**config.mk**
```make
export PLATFORM = sky130hd
export DESIGN_NAME = flag_cond_stage
export DESIGN_NICKNAME = d
export VERILOG_FILES = /design/src/rtl/flag_cond_stage.sv
export SDC_FILE = /design/constraint.sdc
export NUM_CORES = 1
export LEC_CHECK = 0
export ABC_CLOCK_PERIOD_IN_PS = 5950
export BUFFER_PORTS_ARGS = -buffer_cell sky130_fd_sc_hd__buf_2
export CAP_MARGIN = 10
export CORE_ASPECT_RATIO = 0.7
export CORE_MARGIN = 8
export CORE_UTILIZATION = 50
export CTS_CLUSTER_DIAMETER = 80
export DETAILED_ROUTE_END_ITERATION = 12
export PLACE_DENSITY = 0.95
export SLEW_MARGIN = 20
export SYNTH_ARGS = -nofsm -noshare
export SYNTH_HDL_FRONTEND = slang
export SYNTH_SLANG_ARGS = --single-unit
```
**constraint.sdc**
```tcl
create_clock -name clk -period 5.95 [get_ports clk]
set_clock_uncertainty 0.2 [all_clocks]
set_input_delay 0.2975 -clock clk [delete_from_list [all_inputs] [get_ports clk]]
set_output_delay 0.2975 -clock clk [all_outputs]
set_load 0.005 [all_outputs]
```
**src/rtl/flag_cond_stage.sv**
```systemverilog
// flag_cond_stage
// One-entry pipeline register between the ALU and writeback. It evaluates an
// ARM-style condition code against a committed {N,Z,C,V} flag register. It
// gates the register write enable with the condition result, optionally
// commits new flags, and counts items whose condition failed (saturating).
// Flags committed by one item are seen by the very next accepted item with no
// bubble, because the condition of an incoming item is always evaluated
// against the registered flags, which are updated on that item's accept edge.
module flag_cond_stage #(
    parameter int DATA_W = 32,
    parameter int CNT_W  = 16
) (
    input  logic              clk,
    input  logic              rst,
    // upstream handshake and payload
    input  logic              in_valid,
    output logic              in_ready,
    input  logic [DATA_W-1:0] alu_out,
    input  logic              z,
    input  logic              n,
    input  logic              c,
    input  logic              v,
    input  logic              set_flags,
    input  logic [3:0]        cond,
    input  logic [3:0]        rd,
    input  logic              wr_en,
    // downstream handshake and payload
    output logic              out_valid,
    input  logic              out_ready,
    output logic [DATA_W-1:0] wb_data,
    output logic [3:0]        wb_rd,
    output logic              wb_we,
    // architectural state
    output logic [3:0]        flags,
    output logic [CNT_W-1:0]  squash_cnt
);

    // ------------------------------------------------------------------
    // Constants
    // ------------------------------------------------------------------
    localparam logic [CNT_W-1:0] CNT_ONE = {{(CNT_W-1){1'b0}}, 1'b1};
    localparam logic [CNT_W-1:0] CNT_MAX = {CNT_W{1'b1}};

    // Flag register bit positions inside {N,Z,C,V}
    localparam int FLAG_N = 3;
    localparam int FLAG_Z = 2;
    localparam int FLAG_C = 1;
    localparam int FLAG_V = 0;

    // ------------------------------------------------------------------
    // State
    // ------------------------------------------------------------------
    typedef enum logic {
        ST_EMPTY = 1'b0,
        ST_FULL  = 1'b1
    } stage_state_t;

    stage_state_t      state_reg;
    stage_state_t      state_next;

    logic [DATA_W-1:0] wb_data_reg;
    logic [DATA_W-1:0] wb_data_next;
    logic [3:0]        wb_rd_reg;
    logic [3:0]        wb_rd_next;
    logic              wb_we_reg;
    logic              wb_we_next;
    logic [3:0]        flags_reg;
    logic [3:0]        flags_next;
    logic [CNT_W-1:0]  squash_cnt_reg;
    logic [CNT_W-1:0]  squash_cnt_next;

    // Handshake terms
    logic              full;
    logic              accept;
    logic              drain;

    // Condition evaluation
    logic [15:0]       cond_table;
    logic              cond_pass;
    logic              commit_flags;
    logic              squash;
    logic              squash_saturated;

    // ------------------------------------------------------------------
    // Condition evaluator for a single code against a flag snapshot.
    // Written as an explicit table so each row reads like the ISA manual.
    // ------------------------------------------------------------------
    function automatic logic cond_eval(input logic [3:0] code,
                                       input logic [3:0] f);
        logic fn;
        logic fz;
        logic fc;
        logic fv;
        logic result;
        fn = f[FLAG_N];
        fz = f[FLAG_Z];
        fc = f[FLAG_C];
        fv = f[FLAG_V];
        result = 1'b0;
        case (code)
            4'b0000: result = fz;                       // EQ
            4'b0001: result = ~fz;                      // NE
            4'b0010: result = fc;                       // CS/HS
            4'b0011: result = ~fc;                      // CC/LO
            4'b0100: result = fn;                       // MI
            4'b0101: result = ~fn;                      // PL
            4'b0110: result = fv;                       // VS
            4'b0111: result = ~fv;                      // VC
            4'b1000: result = fc & ~fz;                 // HI
            4'b1001: result = ~fc | fz;                 // LS
            4'b1010: result = (fn == fv);               // GE
            4'b1011: result = (fn != fv);               // LT
            4'b1100: result = ~fz & (fn == fv);         // GT
            4'b1101: result = fz | (fn != fv);          // LE
            4'b1110: result = 1'b1;                     // AL
            4'b1111: result = 1'b0;                     // NV
            default: result = 1'b0;
        endcase
        return result;
    endfunction

    // ------------------------------------------------------------------
    // Evaluate all 16 condition codes in parallel against the committed
    // flags, then pick the one the incoming instruction asks for. This
    // keeps the cond -> cond_pass path a single 16:1 mux.
    // ------------------------------------------------------------------
    generate
        for (genvar gi = 0; gi < 16; gi++) begin : g_cond
            localparam logic [3:0] CODE = 4'(gi);
            assign cond_table[gi] = cond_eval(CODE, flags_reg);
        end
    endgenerate

    assign cond_pass = cond_table[cond];

    // ------------------------------------------------------------------
    // Handshake
    // ------------------------------------------------------------------
    assign full     = (state_reg == ST_FULL);
    assign in_ready = ~full | out_ready;
    assign accept   = in_valid & in_ready;
    assign drain    = full & out_ready;

    // Flag commit and squash bookkeeping only happen on an accepted item
    assign commit_flags     = accept & set_flags & cond_pass;
    assign squash           = accept & ~cond_pass;
    assign squash_saturated = (squash_cnt_reg == CNT_MAX);

    // ------------------------------------------------------------------
    // Occupancy FSM register
    // ------------------------------------------------------------------
    always_ff @(posedge clk) begin
        if (!rst) begin
            state_reg <= ST_EMPTY;
        end else begin
            state_reg <= state_next;
        end
    end

    // Occupancy FSM next state: fill on accept, empty only on drain without
    // a replacement item arriving in the same cycle
    always_comb begin
        state_next = state_reg;
        case (state_reg)
            ST_EMPTY: begin
                if (accept) begin
                    state_next = ST_FULL;
                end
            end
            ST_FULL: begin
                if (drain && !accept) begin
                    state_next = ST_EMPTY;
                end
            end
            default: begin
                state_next = ST_EMPTY;
            end
        endcase
    end

    // Payload next values: load on accept, otherwise hold so a stalled
    // output stays stable under backpressure
    always_comb begin
        wb_data_next = wb_data_reg;
        wb_rd_next   = wb_rd_reg;
        wb_we_next   = wb_we_reg;
        if (accept) begin
            wb_data_next = alu_out;
            wb_rd_next   = rd;
            wb_we_next   = wr_en & cond_pass;
        end
    end

    // Flag register and squash counter next values
    always_comb begin
        flags_next      = flags_reg;
        squash_cnt_next = squash_cnt_reg;
        if (commit_flags) begin
            flags_next = {n, z, c, v};
        end
        if (squash && !squash_saturated) begin
            squash_cnt_next = squash_cnt_reg + CNT_ONE;
        end
    end

    // Payload, flag and counter registers; reset discards any in-flight item
    always_ff @(posedge clk) begin
        if (!rst) begin
            wb_data_reg    <= '0;
            wb_rd_reg      <= '0;
            wb_we_reg      <= 1'b0;
            flags_reg      <= 4'b0000;
            squash_cnt_reg <= '0;
        end else begin
            wb_data_reg    <= wb_data_next;
            wb_rd_reg      <= wb_rd_next;
            wb_we_reg      <= wb_we_next;
            flags_reg      <= flags_next;
            squash_cnt_reg <= squash_cnt_next;
        end
    end

    // ------------------------------------------------------------------
    // Outputs
    // ------------------------------------------------------------------
    assign out_valid  = full;
    assign wb_data    = wb_data_reg;
    assign wb_rd      = wb_rd_reg;
    assign wb_we      = wb_we_reg;
    assign flags      = flags_reg;
    assign squash_cnt = squash_cnt_reg;

endmodule

```
### Word-level counts from Yosys, hierarchy flattened

Index checks and enable logic that the tools add are counted.
Widths: inputs -> output; s select.

* flip-flop bits (word level): 58
* input port bits: 50
* output and inout port bits: 59
* logic and storage cells: 37

* add/subtract/negate cells: 1
* magnitude comparators: 1
* muxes and demuxes: 5
* equality and inequality tests: 3
* bitwise operators: 17
* reductions and logical operators: 4

Operators with widths (number)
* $add 16x1->16 const B: 1
* $eq 16x16->1 const B: 1
* $and 1x1->1: 8
* $not 1->1: 6
* $lt 4x5->1 const B: 1
* $bmux 1 s4: 1
* $mux 1: 3
* $or 1x1->1: 3
* $logic_and 1x1->1: 2
* $logic_not 1->1: 2
* $pmux 1 s2: 1
* $eq 1x1->1: 1
* $ne 1x1->1: 1

### Longest topological paths before layout

* word-level depth: 7
* mapped depth: 9
* depth with buffers taken out: 7

### Least setup slack after synthesis

OpenSTA, ideal clock, no wires.

* kind: reg-to-reg
* from: register squash_cnt_reg[0] (netlist: squash_cnt[0])
* to: register squash_cnt_reg[0] (netlist: squash_cnt[0])
* cell stages (with the launch flop): 10
* setup time: 0.125 ns
* setup slack: 3.763 ns
* buffers on the path: 2
* arrival time: 1.862 ns
* data required time: 5.625 ns
* cells stage by stage: dfxtp_1 -> ha_1 -> inv_1 -> nor4_2 -> a211oi_1 -> mux2i_1 -> buf_4 -> buf_12 -> xor2_1 -> nor2_1

* cells in the longest elaborated chain, start to end: 3
* elaborated cells on any way between the ends: 4

RTL lines
* start, declared: line 69 `logic [CNT_W-1:0] squash_cnt_reg;`
* start signal, assigned: line 219 `squash_cnt_reg <= squash_cnt_next;`
* parallel branches: the longest is 3 deep, another holds $add 16x1->16

Parallel ways; which one is timed is not known.
A chain may end at the register's enable or synchronous reset.

### Final worst setup path

* from: register flags_reg[3] (netlist: flags[3])
* to: register squash_cnt_reg[9] (netlist: squash_cnt[9])

* cells in the longest elaborated chain, start to end: 7
* elaborated cells on any way between the ends: 10

RTL lines
* start, declared: line 67 `logic [3:0] flags_reg;`
* start signal, assigned: line 218 `flags_reg <= flags_next;`
* $eq 1x1->1 or $ne 1x1->1 (tied branches)
* $and 1x1->1 or $or 1x1->1 (tied branches): line 113, 114
* $bmux 1 s4 *: line 134 `assign cond_pass = cond_table[cond];`
* $mux 1 (not written as such) *: line 134
* $not 1->1 *: line 146 `assign squash = accept & ~cond_pass;`
* $and 1x1->1 *: line 146
* $logic_and 1x1->1 *: line 201 `if (squash && !squash_saturated) begin`

Every way passes the cells marked *; elsewhere a longest branch is shown, timed or not. The select of a mux whose other input is x is not followed.

==> results.md <==
- Fin area: approximately 3300 µm²
- Worst slack at placement: 3.53 ns
- Syn avg cell area: 8.21 µm²
- Nets: roughly 460
- Cell count after synthesis: 300
- Worst setup EP type: register
- Final WL: around 6.7 mm
- Routed vias/inst: 5.06
- Number of fill cells: 434
- Via count: roughly 2.5k
- Setup ws final: around 3.6 ns
- CP startpoint: flags[3]$_SDFFE_PN0P_
- Dpl cells: between 400 and 500
- Clk slew on worst S/H paths: around 0.060 ns
- Final setup viols: 0
- Drc violations: 0
- Cell Area, Synth: ~2500 µm²
- Most common cell after layout, fill and taps aside: buf_2
- Total track usage: 0.177
- TritonCTS buffer count: 9
- Commonest non-fill, non-tap cells in the layout: buf_2 (108), nand2_1 (88), dfxtp_1 (58)
- WS Path Type: register to register
- P per Cell Area: about 250 nW/µm²
- Clk pwr share: 0.370
- Clk buf depth: 2
- WL/cell: ~14 µm
- Leak: ~1.5 nW
- Layout area overhead: 32.7%
- Initial DRC count: 97
- Post-route ant nets: 0
- Crit share post-route: 0.396
- First-pass GRT wire length: 10.7 mm
- Iteration count of the initial detailed-routing pass: 4
- Non-filler cells, final: around 490
- Post-synth top area share: 0.471
- Required @ worst endpoint: about 6 ns
- Tmin final: 2.36 ns
- Sequential cell area: around 1200 µm²
- Final Max Slew Viols: 0
- Hold path depth: 3
- Ports: between 100 and 150
- Worst-path maximum fanout: 22
- Initial Utilization: 0.518
- Die height: between 70 and 80 µm
- Headroom to the max-slew limit: 0.653
- Max rail drop VDD: ~0.00014 V
- Max-cap viol count: 0
- Synthesized Nets: 351
- Vias in the first global route: 2348
- Initial antenna violation count: 0
- Largest register FFs: 32
- Port Buffers: 108
- Net Sw Frac: 0.259
- Root Buffer: clkbuf_8
- FMAX: about 420 MHz
- Reg2reg start: flags[3]$_SDFFE_PN0P_
- Synth area leader: dfxtp_1
- Grt ovf: 0
- Multi-input logic area: roughly 1200 µm²
- N_diodes: 0
- Placement Rows: 21
- Skew-Pair Late Insertion Delay: about 0.31 ns
- Distinct cells, synth: 44
- CP Launch Type: register
- Layout cell share with drive strength beyond 1: 0.335
- Yosys warns: 0
- Slew @ Worst Pin: about 0.52 ns
- Synth area leaders: dfxtp_1 (47%), nand2_1 (13%), a21oi_1 (10%), mux2i_1 (2.4%), nand3_1 (2.2%)
- Setup TNS: 0 ns
- Logic pwr share: 0.127
- Arrival time at the worst endpoint: roughly 2.4 ns
- H-Tree Depth: 3
- CTS tree: done
- Switch Pwr: 0.215 mW
- Seq pwr share: 0.503
- Hold Crit Class: primary input to register
- Worst-case reg-to-reg path depth: 7
- Status: finished, final reports clean
- PostCTS Resize Cnt: 0
- RSZ-0062 raised after global routing: no
- Power Internal: slightly above 0.6 mW
- Hold path startpoint: alu_out[12]
- Final Hold Viols: 0
- Largest net degree at the start of global routing: 42
- Synth Register Bits: between 50 and 60
- Placeable core region: ~4800 µm²
- TritonCTS Sinks: 58
- Sequential share of the synthesized area: 0.471
- Dpl hpwl: between 4 and 5 mm
- Die span in x: 99.9 µm
- Post-CTS Repair Setup Buffers: 0
- Placed Area: a little over 3000 µm²
- Final weighted congestion in routability-driven placement: between 0.8 and 0.9
- Die area: around 7500 µm²
synth_stat cells (all sizes together):
cell type,count
inv,7
nor4b,1
nor2,4
ha,1
a21o,2
nor3,3
clkinv,1
nand2,88
nor4,2
dfxtp,58
nand3,11
dlygate4sd1,1
a31oi,1
a21oi,51
nor2b,1
a211oi,2
mux2i,6
xnor2,1
nand2b,1
and3,4
o31ai,4
or2,1
and2,1
a211o,1
a2111oi,1
o21a,1
clkbuf,11
or3,8
or4,2
nand4,4
buf,5
o21ai,9
or4bb,1
and3b,1
xor2,4
kinds of logic (layout without fill, tap and decap cells):
group / count (synthesis) / in the layout / share of synthesized area
mux: 6 / 6 / 0.0244
flops: 58 / 58 / 0.471
fa+ha+maj: 1 / 1 / 0.00508
xor+xnor: 5 / 5 / 0.0208
simple gates: 133 / 133 / 0.252
compound gates: 72 / 72 / 0.176
buf+inv: 25 / 143 / 0.0498
final timing paths:
| path | to | slack (ns) |
|---|---|---|
| hold / removal | wb_data[12]$_SDFFE_PN0P_ | 0.02 |
| hold reg to reg | wb_data[22]$_SDFFE_PN0P_ | 0.25 |
| setup reg to reg | squash_cnt[9]$_SDFFE_PN0P_ | 3.59 |
| setup / recovery | squash_cnt[9]$_SDFFE_PN0P_ | 3.59 |
metal layers:
| layer | global-route usage | part of all wire | vias to the layer above | wire length (µm) |
|---|---|---|---|---|
| met5 | 0 | 0 | - | 0 |
| met4 | 0.0634 | 0.0050 | 0 | 34 |
| met3 | 0.0776 | 0.080 | 2 | 541 |
| met2 | 0.309 | 0.49 | 74 | 3300 |
| met1 | 0.190 | 0.42 | 1139 | 2870 |
| li1 | - | - | 1251 | - |
worst max-delay path, stage by stage, from the launching register on:
cell and delay [ns]:
dfxtp_1 0.35, and3b_1 0.22, a2111oi_4 0.44, nor3_4 0.11, mux2i_1 0.14, buf_4 0.21
or4_1 0.48, a21oi_1 0.15
power by group through the flow:
stage / Sequential (mW) / Clock [mW] / Combinational, mW
final: 0.417 / 0.306 / 0.105
after global routing: 0.419 / 0.339 / 0.117
after CTS: 0.417 / 0.320 / 0.103
after detailed placement: 0.426 / 0 / 0.102
after global placement: 0.424 / 0 / 0.0991
after floorplan: 0.426 / 0 / 0.0566
what timing repair did:
action,in CTS,in global routing
hold endpoints to repair,1,6
hold buffers,1,6
setup endpoints to repair,0,0
metrics by stage:
stage               power (mW)  hold slack [ns]   util
floorplan                0.483            0.227      -
global placement         0.523            0.238  0.637
detailed placement       0.528            0.244  0.637
CTS                      0.839          0.00179  0.675
global route             0.875         0.000462  0.687
finish                   0.828           0.0189  0.687
area by class of cell:
type,instances,share of cell area
flip-flops and latches,58,0.355
multi-input cells,217,0.361
well taps,69,0.0264
repair buffers,119,0.196
clock inverters,5,0.00918
clock buffers,11,0.0432
inverters,8,0.00918
No activity file was read; power rests on OpenSTA's default activity.
